### src/rtl/ifetch_unit.sv
// Instruction-fetch stage: PC, next-PC selection, req/ack fetch handshake and decoded instruction fields.
// Optional misaligned-target trap enabled by defining IFETCH_ALIGN_CHECK_EN.
module ifetch_unit #(
  parameter logic [31:0] RESET_PC = 32'h0000_3000
) (
  input  logic        clk,
  input  logic        rst,
  output logic        imem_req,
  output logic [31:0] imem_addr,
  input  logic        imem_ack,
  input  logic [31:0] imem_rdata,
  output logic        instr_valid,
  output logic [31:0] instr,
  output logic [5:0]  op,
  output logic [4:0]  rs,
  output logic [4:0]  rt,
  output logic [4:0]  rd,
  output logic [4:0]  shamt,
  output logic [5:0]  funct,
  output logic [15:0] imm16,
  output logic [31:0] pc,
  output logic [31:0] pc_plus4,
  input  logic        advance,
  input  logic [1:0]  npc_sel,
  input  logic        branch_taken,
  input  logic [31:0] jr_target,
  output logic        addr_err
);

  typedef enum logic [1:0] {
    S_FETCH,
    S_READY,
    S_ERR
  } state_t;

  state_t      state;
  logic [31:0] npc;
  logic [31:0] br_offset;

  assign op       = instr[31:26];
  assign rs       = instr[25:21];
  assign rt       = instr[20:16];
  assign rd       = instr[15:11];
  assign shamt    = instr[10:6];
  assign funct    = instr[5:0];
  assign imm16    = instr[15:0];
  assign pc_plus4 = pc + 32'd4;

  // The request drops combinationally during reset so an in-flight fetch is abandoned immediately.
  assign imem_req  = (state == S_FETCH) && !rst;
  assign imem_addr = pc;

  always_comb begin
    br_offset = {{14{imm16[15]}}, imm16, 2'b00};
    npc       = pc_plus4;
    case (npc_sel)
      2'b00:   npc = pc_plus4;
      2'b01:   npc = branch_taken ? (pc_plus4 + br_offset) : pc_plus4;
      2'b10:   npc = {pc_plus4[31:28], instr[25:0], 2'b00};
      default: npc = jr_target;
    endcase
  end

  always_ff @(posedge clk) begin
    if (rst) begin
      state       <= S_FETCH;
      pc          <= RESET_PC;
      instr       <= '0;
      instr_valid <= 1'b0;
`ifdef IFETCH_ALIGN_CHECK_EN
      addr_err    <= 1'b0;
`endif
    end else begin
      case (state)
        S_FETCH: begin
          if (imem_ack) begin
            instr       <= imem_rdata;
            instr_valid <= 1'b1;
            state       <= S_READY;
          end
        end
        S_READY: begin
          if (advance) begin
            instr_valid <= 1'b0;
`ifdef IFETCH_ALIGN_CHECK_EN
            pc <= npc;
            if (npc[1:0] != 2'b00) begin
              addr_err <= 1'b1;
              state    <= S_ERR;
            end else begin
              state    <= S_FETCH;
            end
`else
            // Without the trap a misaligned target is silently truncated to a word address.
            pc    <= npc & ~32'h0000_0003;
            state <= S_FETCH;
`endif
          end
        end
        default: begin
          state <= state;
        end
      endcase
    end
  end

`ifndef IFETCH_ALIGN_CHECK_EN
  assign addr_err = 1'b0;
`endif

endmodule

### config.mk
export PLATFORM = sky130hd
export DESIGN_NAME = ifetch_unit
export DESIGN_NICKNAME = d
export VERILOG_FILES = /design/src/rtl/ifetch_unit.sv
export SDC_FILE = /design/constraint.sdc
export NUM_CORES = 1
export LEC_CHECK = 0
export BUFFER_PORTS_ARGS = -buffer_cell sky130_fd_sc_hd__buf_2
export CAP_MARGIN = 10
export CELL_PAD_IN_SITES_DETAIL_PLACEMENT = 0
export CELL_PAD_IN_SITES_GLOBAL_PLACEMENT = 1
export CORE_UTILIZATION = 37
export CTS_CLUSTER_SIZE = 14
export DETAILED_ROUTE_END_ITERATION = 7
export PLACE_DENSITY_LB_ADDON = 0.15
export SLEW_MARGIN = 5
export SYNTH_ARGS = -nofsm -noshare
export SYNTH_HDL_FRONTEND = slang
export SYNTH_SLANG_ARGS = --single-unit
### constraint.sdc
create_clock -name clk -period 5.25 [get_ports clk]
set_input_delay 0.525 -clock clk [delete_from_list [all_inputs] [get_ports clk]]
set_output_delay 0.525 -clock clk [all_outputs]
set_load 0.03 [all_outputs]
==> metrics.log, run 1 <==
INFO  metric status = finished clean
INFO  metric grt_start_max_net_pins = 52
INFO  metric fin_hold_ws = 0.4080 ns
INFO  metric timing.critical_path.required = 5.46 ns
INFO  metric max_clock_freq = 235.4 MHz
INFO  metric placement.cell_area = 0.006644 sq mm
INFO  metric routed_wl = 19670 um
INFO  metric flow.area_growth_from_synthesis = 18.90%
INFO  metric dominantRegCellSynth = sky130_fd_sc_hd__dfxtp_1
INFO  metric syn-mean-instance-area = 7.348 sq um
INFO  metric routedWlPerCell = 17.01 um
INFO  metric design.final.nets = 1047
INFO  metric irDropWorstVdd = 0.1395 mV
INFO  metric drc_violations_left = 0
INFO  metric dr_total_vias = 6004
INFO  metric core.rowCount = 45
INFO  metric finalCoreUtilization = 45.47%
INFO  metric finalWorstPathRequiredPeriod = 4.249 ns
INFO  metric min_path_cells = 2
INFO  metric ioPinCount = 250
INFO  metric cap_violations = 0
INFO  metric total_congestion_overflow_after_global_routing = 0
INFO  metric timing_worst_setup_path_type = reg -> reg
INFO  metric die-width = 128.0 um
INFO  metric cts_root_buffer = sky130_fd_sc_hd__clkbuf_16
INFO  metric critical_path.cell_chain = nand4_1, nor2_1, and3_1, and3_1, xor2_1, ha_1, o21ai_1, nand2_1, nand3_1, o22ai_1, a41oi_1, a21oi_1, nor2_1, mux2i_1, a311oi_1
INFO  metric count_of_buffers_inserted_at_the_top_level_ports = 240
INFO  metric synth_top_cell_area_share = 21.46%
INFO  metric vias_per_cell = 5.194
INFO  metric cp_slowest_stage_delay = 0.51 ns
INFO  metric setup_viol = 0
INFO  metric max_slew.worst_pin.slew = 0.7593 ns
INFO  metric drt_iter0_markers = 272
INFO  metric min-delay-start = imem_ack
INFO  metric total_power = 1.766 mW
INFO  metric final-instance-count-excl-fill = 1156
INFO  metric synthXorXnorAreaFrac = 7.599%
INFO  metric drive_gt1_share = 29.95%
INFO  metric postCtsHoldBufs = 0
INFO  metric global_route_wire_length_before_repair = 30690 um
INFO  metric power.density = 252.7 mW/mm^2
INFO  metric grt_setup_unrepaired = no
INFO  metric worstReg2RegEnd = imem_addr[29]$_SDFFE_PP0P_
INFO  metric h-tree-depth = 3
INFO  metric slew-limit-headroom = 49.38%
INFO  metric grt_antenna_before_repair = 0
INFO  metric pre_cts_slack = 1.039 ns
INFO  metric cts.repair.resized = 0
INFO  metric first_global_vias = 5582
INFO  metric synthesis.area = 0.005878 sq mm
INFO  metric synth_seq_area_share = 21.46%
INFO  metric reg2regPathDepth = 15
INFO  metric cts.path.max_buffers = 2
INFO  metric synth-async-reset-ratio = 0%
INFO  metric final_design_area_no_fill = 0.006989 sq mm
INFO  metric ant_nets = 0
INFO  metric timing.hold.worst_endpoint = instr_valid$_SDFFE_PP0P_
INFO  metric postLayoutSetupSlackWorst = 1.001 ns
INFO  metric post_synth_mux_area_share = 3.789%
INFO  metric cts.repair_timing.setup_buffer_count = 0
INFO  metric cts_tree = yes
INFO  metric synth_cells = 800
INFO  metric start_util = 38.24%
INFO  metric dp_hpwl = 15000 um
INFO  metric timing.final.hold_violations = 0
INFO  metric end_kind = flop
INFO  metric ys_warn_count = 0
INFO  metric clkLatencyLatePin = 0.34 ns
INFO  metric setup_total_negative_slack = 0 ns
INFO  metric netlist_top_cells_area = sky130_fd_sc_hd__dfxtp_1 (21%), sky130_fd_sc_hd__buf_4 (11%), sky130_fd_sc_hd__nand2_1 (8.0%), sky130_fd_sc_hd__a21oi_1 (7.9%), sky130_fd_sc_hd__ha_1 (7.4%)
INFO  metric worst-r2r-setup-slack = 1.00 ns
INFO  metric fp.dieArea = 0.01640 sq mm
INFO  metric cts.reportedPaths.clkPinSlew = 0.06 ns
INFO  metric reg2reg_from = imem_addr[9]$_SDFFE_PP0P_
INFO  metric post_synth_fa_ha_maj_area_fraction = 7.791%
INFO  metric yosys.cell_types.count = 66
INFO  metric timing.critical_path.slowest_stage_cell = sky130_fd_sc_hd__xor2_1
INFO  metric cp_max_fo = 8
INFO  metric compound_cell_area_share_of_the_yosys_netlist = 23.75%
INFO  metric placeableCoreArea = 0.01537 sq mm
INFO  metric globalplace.congestion = 0.8627
INFO  metric final_min_period_over_clock_period = 80.93%
INFO  metric final.setup_skew = 0.006297 ns
INFO  metric numClockSinks = 63
INFO  metric number_of_flops_mapped_to_enable_cells_by_yosys = 0
INFO  metric drt-pass1-iter-count = 5
INFO  metric groute.usage.overall = 24.35%
INFO  metric antenna-diode-count = 0
INFO  metric min-delay-path-class = in -> reg
INFO  metric chipHeight = 128.0 um
INFO  metric synth_top_cell_by_area = sky130_fd_sc_hd__dfxtp_1
INFO  metric leakage = 3.493 nW
INFO  metric report.final.slew_viol_count = 0
INFO  metric ys_seq_elements = 63
INFO  metric place.detailed.instances = 1140
INFO  metric type_of_origin_of_the_critical_path = flop
INFO  metric dominant_combinational_cell_family_by_area_after_synthesis = compound AO/OA/AOI/OAI gates
INFO  metric numCtsBuffers = 9
INFO  metric simple_gate_area_share_of_the_yosys_netlist = 21.12%
INFO  metric worst-endpoint-arrival = 4.46 ns
## area by class of cell
class,count,area [sq um]
clock inverters,7,120.1
repair buffers,250,1276
well taps,211,264.0
fillers,1674,8382
clock buffers,9,225.2
inverters,13,48.80
multi-input cells,603,3794
flip-flops and latches,63,1261
## flip-flops by register name (all words and copies together), names as in the netlist
| signal | cells |
|---|---|
| instr_valid | 1 |
| imem_addr | 30 |
| instr | 32 |
## how the worst max path moves through the flow
stage | cells after the start | slack [ns] | to | start
after global placement | 15 | 1.05 | imem_addr[29]$_SDFFE_PP0P_ | imem_addr[9]$_SDFFE_PP0P_
after floorplan | 14 | 1.27 | imem_addr[23]$_SDFFE_PP0P_ | imem_addr[4]$_SDFFE_PP0P_
after global routing | 15 | 0.63 | imem_addr[29]$_SDFFE_PP0P_ | imem_addr[9]$_SDFFE_PP0P_
after detailed placement | 15 | 1.04 | imem_addr[29]$_SDFFE_PP0P_ | imem_addr[9]$_SDFFE_PP0P_
after CTS | 15 | 1.03 | imem_addr[29]$_SDFFE_PP0P_ | imem_addr[9]$_SDFFE_PP0P_
final | 15 | 1.00 | imem_addr[29]$_SDFFE_PP0P_ | imem_addr[9]$_SDFFE_PP0P_
## critical path, delay by kind of cell (launching register included)
family          cells  cell delay (ns)
simple gates        7             1.79
fa+ha+maj           1             0.37
mux                 1             0.23
xor+xnor            1             0.51
compound gates      5             0.73
flops               1             0.48
## metal layers
layer / track usage [%] / part of all wire, % / vias to the layer above
li1: - / - / 3019
met1: 35.22 / 48 / 2741
met2: 37.47 / 44 / 235
met3: 4.925 / 7.7 / 9
met4: 4.221 / 0.61 / 0
met5: 0 / 0 / -
## Yosys cell counts (10+ instances only)
library cell	number
sky130_fd_sc_hd__a211oi_1	24
sky130_fd_sc_hd__nor3_1	11
sky130_fd_sc_hd__xnor2_1	27
sky130_fd_sc_hd__nand2b_1	10
sky130_fd_sc_hd__mux2i_1	20
sky130_fd_sc_hd__clkbuf_1	38
sky130_fd_sc_hd__buf_4	85
sky130_fd_sc_hd__o21ai_0	23
sky130_fd_sc_hd__a21oi_1	93
sky130_fd_sc_hd__ha_1	35
sky130_fd_sc_hd__nor2_1	49
sky130_fd_sc_hd__dfxtp_1	63
sky130_fd_sc_hd__inv_1	11
sky130_fd_sc_hd__nand2_1	126
sky130_fd_sc_hd__nand3_1	19
sky130_fd_sc_hd__a21o_1	17
sky130_fd_sc_hd__o21ai_1	12
sky130_fd_sc_hd__xor2_1	24
sky130_fd_sc_hd__nand4_1	10
## where the power goes
part	total (mW)	internal, mW	switching (mW)
clock network	0.711	0.466	0.245
logic	0.510	0.161	0.350
registers	0.546	0.505	0.0411
total	1.77	1.13	0.636
## cells in the final DEF, fill, tap and decap left out, types with 10 or more instances in the layout
| cell type | Yosys | final |
|---|---|---|
| sky130_fd_sc_hd__xor2_1 | 24 | 24 |
| sky130_fd_sc_hd__mux2i_1 | 20 | 20 |
| sky130_fd_sc_hd__nand3_1 | 19 | 19 |
| sky130_fd_sc_hd__nor2_1 | 49 | 49 |
| sky130_fd_sc_hd__xnor2_1 | 27 | 27 |
| sky130_fd_sc_hd__o21ai_1 | 12 | 12 |
| sky130_fd_sc_hd__a211oi_1 | 24 | 24 |
| sky130_fd_sc_hd__nand4_1 | 10 | 10 |
| sky130_fd_sc_hd__nand2b_1 | 10 | 10 |
| sky130_fd_sc_hd__o21ai_0 | 23 | 23 |
| sky130_fd_sc_hd__a21o_1 | 17 | 17 |
| sky130_fd_sc_hd__buf_2 | 3 | 240 |
| sky130_fd_sc_hd__nand2_1 | 126 | 126 |
| sky130_fd_sc_hd__nor3_1 | 11 | 11 |
| sky130_fd_sc_hd__inv_1 | 11 | 11 |
| sky130_fd_sc_hd__a21oi_1 | 93 | 93 |
| sky130_fd_sc_hd__dfxtp_1 | 63 | 63 |
| sky130_fd_sc_hd__buf_4 | 85 | 10 |
| sky130_fd_sc_hd__ha_1 | 35 | 35 |
## kinds of logic after synthesis
family          Yosys count
compound gates          220
mux                      22
flops                    63
xor+xnor                 51
fa+ha+maj                36
buf+inv                 140
simple gates            267
other cells               1
No activity file was read; power rests on OpenSTA's default activity.
==> run 2: changes to the inputs <==
- CORE_UTILIZATION: 37 -> 34
- clock period: 5.25 -> 4.3 ns (I/O delays scaled with it)
==> metrics.log, run 2 (synthesized netlist as in run 1, its figures left out) <==
INFO  metric timing.critical_path.required = 4.57 ns
INFO  metric drt-pass1-iter-count = 5
INFO  metric design.final.nets = 1064
INFO  metric groute.usage.overall = 23.08%
INFO  metric irDropWorstVdd = 0.1931 mV
INFO  metric core.rowCount = 47
INFO  metric place.detailed.instances = 1166
INFO  metric slew-limit-headroom = 48.41%
INFO  metric dr_total_vias = 6005
INFO  metric setup_total_negative_slack = 0 ns
INFO  metric wire_length_on_met2 = 8923 um
INFO  metric ant_nets = 0
INFO  metric cts.reportedPaths.clkPinSlew = 0.06 ns
INFO  metric total_congestion_overflow_after_global_routing = 0
INFO  metric registers.top_by_ff_count = instr
INFO  metric power.density = 298.5 mW/mm^2
INFO  metric chipHeight = 133.5 um
INFO  metric final_design_area_no_fill = 0.007112 sq mm
INFO  metric drive_gt1_share = 31.19%
INFO  metric max_slew.worst_pin.slew = 0.7739 ns
INFO  metric power_report.internal_total = 1.343 mW
INFO  metric clkLatencyLatePin = 0.34 ns
INFO  metric largest_register_ff_count = 32
INFO  metric max_clock_freq = 259.0 MHz
INFO  metric postCtsHoldBufs = 0
INFO  metric topRoutingLayerUsed = met5
INFO  metric drt_iter0_markers = 394
INFO  metric setup_viol = 0
INFO  metric end_kind = flop
INFO  metric global_route_wire_length_before_repair = 31820 um
INFO  metric most_common_cell_after_layout_fill_and_taps_aside = sky130_fd_sc_hd__buf_2
INFO  metric routed_wl = 20500 um
INFO  metric cts_tree = yes
INFO  metric fp.dieArea = 0.01782 sq mm
INFO  metric flow.area_growth_from_synthesis = 20.99%
INFO  metric multiInputGateArea = 0.003796 sq mm
INFO  metric switching_share = 36.75%
INFO  metric grt_setup_unrepaired = no
INFO  metric numCtsBuffers = 9
INFO  metric routedWlPerCell = 17.33 um
INFO  metric grt_start_max_net_pins = 52
INFO  metric min-delay-path-class = in -> reg
INFO  metric ioPinCount = 250
INFO  metric final.setup_skew = 0.008078 ns
INFO  metric cts.repair.resized = 0
INFO  metric count_of_buffers_inserted_at_the_top_level_ports = 240
INFO  metric die-width = 133.5 um
INFO  metric timing.final.hold_violations = 0
INFO  metric numClockSinks = 63
INFO  metric final.fill_count = 1802
INFO  metric sequential_cell_area = 0.001261 sq mm
INFO  metric layout.cells.most_common_list = sky130_fd_sc_hd__buf_2 (240), sky130_fd_sc_hd__nand2_1 (126), sky130_fd_sc_hd__a21oi_1 (93)
INFO  metric globalplace.congestion = 0.8880
INFO  metric vias_per_cell = 5.076
INFO  metric grt_antenna_before_repair = 2
INFO  metric routed-wl-met3 = 1071 um
INFO  metric report.final.slew_viol_count = 0
INFO  metric placeableCoreArea = 0.01676 sq mm
INFO  metric leakage = 3.573 nW
INFO  metric cts_root_buffer = sky130_fd_sc_hd__clkbuf_16
INFO  metric type_of_origin_of_the_critical_path = flop
INFO  metric dp_hpwl = 15580 um
INFO  metric drc_violations_left = 0
INFO  metric final-instance-count-excl-fill = 1183
INFO  metric status = finished clean
INFO  metric final_min_period_over_clock_period = 89.80%
INFO  metric start_util = 35.07%
INFO  metric cap_violations = 0
INFO  metric cp_max_fo = 7
INFO  metric comb_power_share = 29.9%
INFO  metric cts.repair_timing.setup_buffer_count = 0
INFO  metric switching_power = 0.7801 mW
INFO  metric first_global_vias = 5573
INFO  metric clk_pwr_share = 38.8%
INFO  metric h-tree-depth = 3
INFO  metric placement.cell_area = 0.006783 sq mm
INFO  metric cts.path.max_buffers = 2
INFO  metric wl_met1 = 10270 um
INFO  metric finalWorstPathRequiredPeriod = 3.861 ns
INFO  metric worst-endpoint-arrival = 4.13 ns
INFO  metric seq_power_share = 31.3%
INFO  metric timing_worst_setup_path_type = reg -> reg
run 2: cell types whose count changed in the layout (fill, tap and decap cells not counted), sizes merged:
cell | previous run | this run
clkbuf | 9 | 11
buf | 250 | 267
diode | 0 | 1
bufinv | 3 | 2
inv | 13 | 12
run 2: critical path, stage by stage, from the launching register on:
cell and delay (ns):
sky130_fd_sc_hd__dfxtp_1 0.45, sky130_fd_sc_hd__nand4_1 0.24, sky130_fd_sc_hd__nor2_2 0.32, sky130_fd_sc_hd__and3_1 0.21, sky130_fd_sc_hd__buf_4 0.17, sky130_fd_sc_hd__nand2_1 0.08, sky130_fd_sc_hd__xnor2_1 0.35, sky130_fd_sc_hd__ha_1 0.32
sky130_fd_sc_hd__and2_1 0.18, sky130_fd_sc_hd__and3_1 0.20, sky130_fd_sc_hd__a21o_1 0.15, sky130_fd_sc_hd__a41oi_1 0.29, sky130_fd_sc_hd__o211ai_1 0.19, sky130_fd_sc_hd__nand3b_1 0.15, sky130_fd_sc_hd__mux2_1 0.33, sky130_fd_sc_hd__a31oi_1 0.15
run 2: layer usage:
metal,vias up,GRT usage [%]
met5,-,0
met2,195,34.78
li1,3054,-
met3,15,4.033
met1,2739,33.84
met4,2,5.303
run 2: layout make-up:
cell class,instances,area share [%]
Multi-Input combinational cell,603,53.38
Timing Repair Buffer,267,19.74
Sequential cell,63,17.73
Tap cell,220,3.871
Clock buffer,11,3.413
Clock inverter,5,1.144
Inverter,13,0.6861
Antenna cell,1,0.03519
run 2: final timing paths:
path                         startpoint                    endpoint  slack (ns)  depth (start not counted)
max          imem_addr[11]$_SDFFE_PP0P_  imem_addr[26]$_SDFFE_PP0P_        0.44                         15
min                            imem_ack    instr_valid$_SDFFE_PP0P_        0.32                          2
max reg2reg  imem_addr[11]$_SDFFE_PP0P_  imem_addr[26]$_SDFFE_PP0P_        0.44                         15
min reg2reg      instr[29]$_SDFFE_PP0P_      instr[29]$_SDFFE_PP0P_        0.47                          2
run 2: power groups by stage:
stage | combinational, mW | sequential, mW | clock, mW
5_1_grt | 0.690 | 0.671 | 0.864
4_1_cts | 0.638 | 0.665 | 0.842
6_report | 0.635 | 0.664 | 0.823
3_3_place_gp | 0.638 | 0.677 | 0
2_1_floorplan | 0.430 | 0.732 | 0
3_5_place_dp | 0.635 | 0.678 | 0
run 2: through the flow:
step                setup WS [ns]  power, mW  utilization (%)  hold slack, ns
floorplan                  0.3153      1.162                -          0.5402
global placement           0.3959      1.315            40.47          0.4588
detailed placement         0.3775      1.313            40.47          0.4627
CTS                        0.3584      2.145            42.40          0.3087
global route               0.1150      2.225            42.43          0.3186
finish                     0.4386      2.123            42.43          0.3229
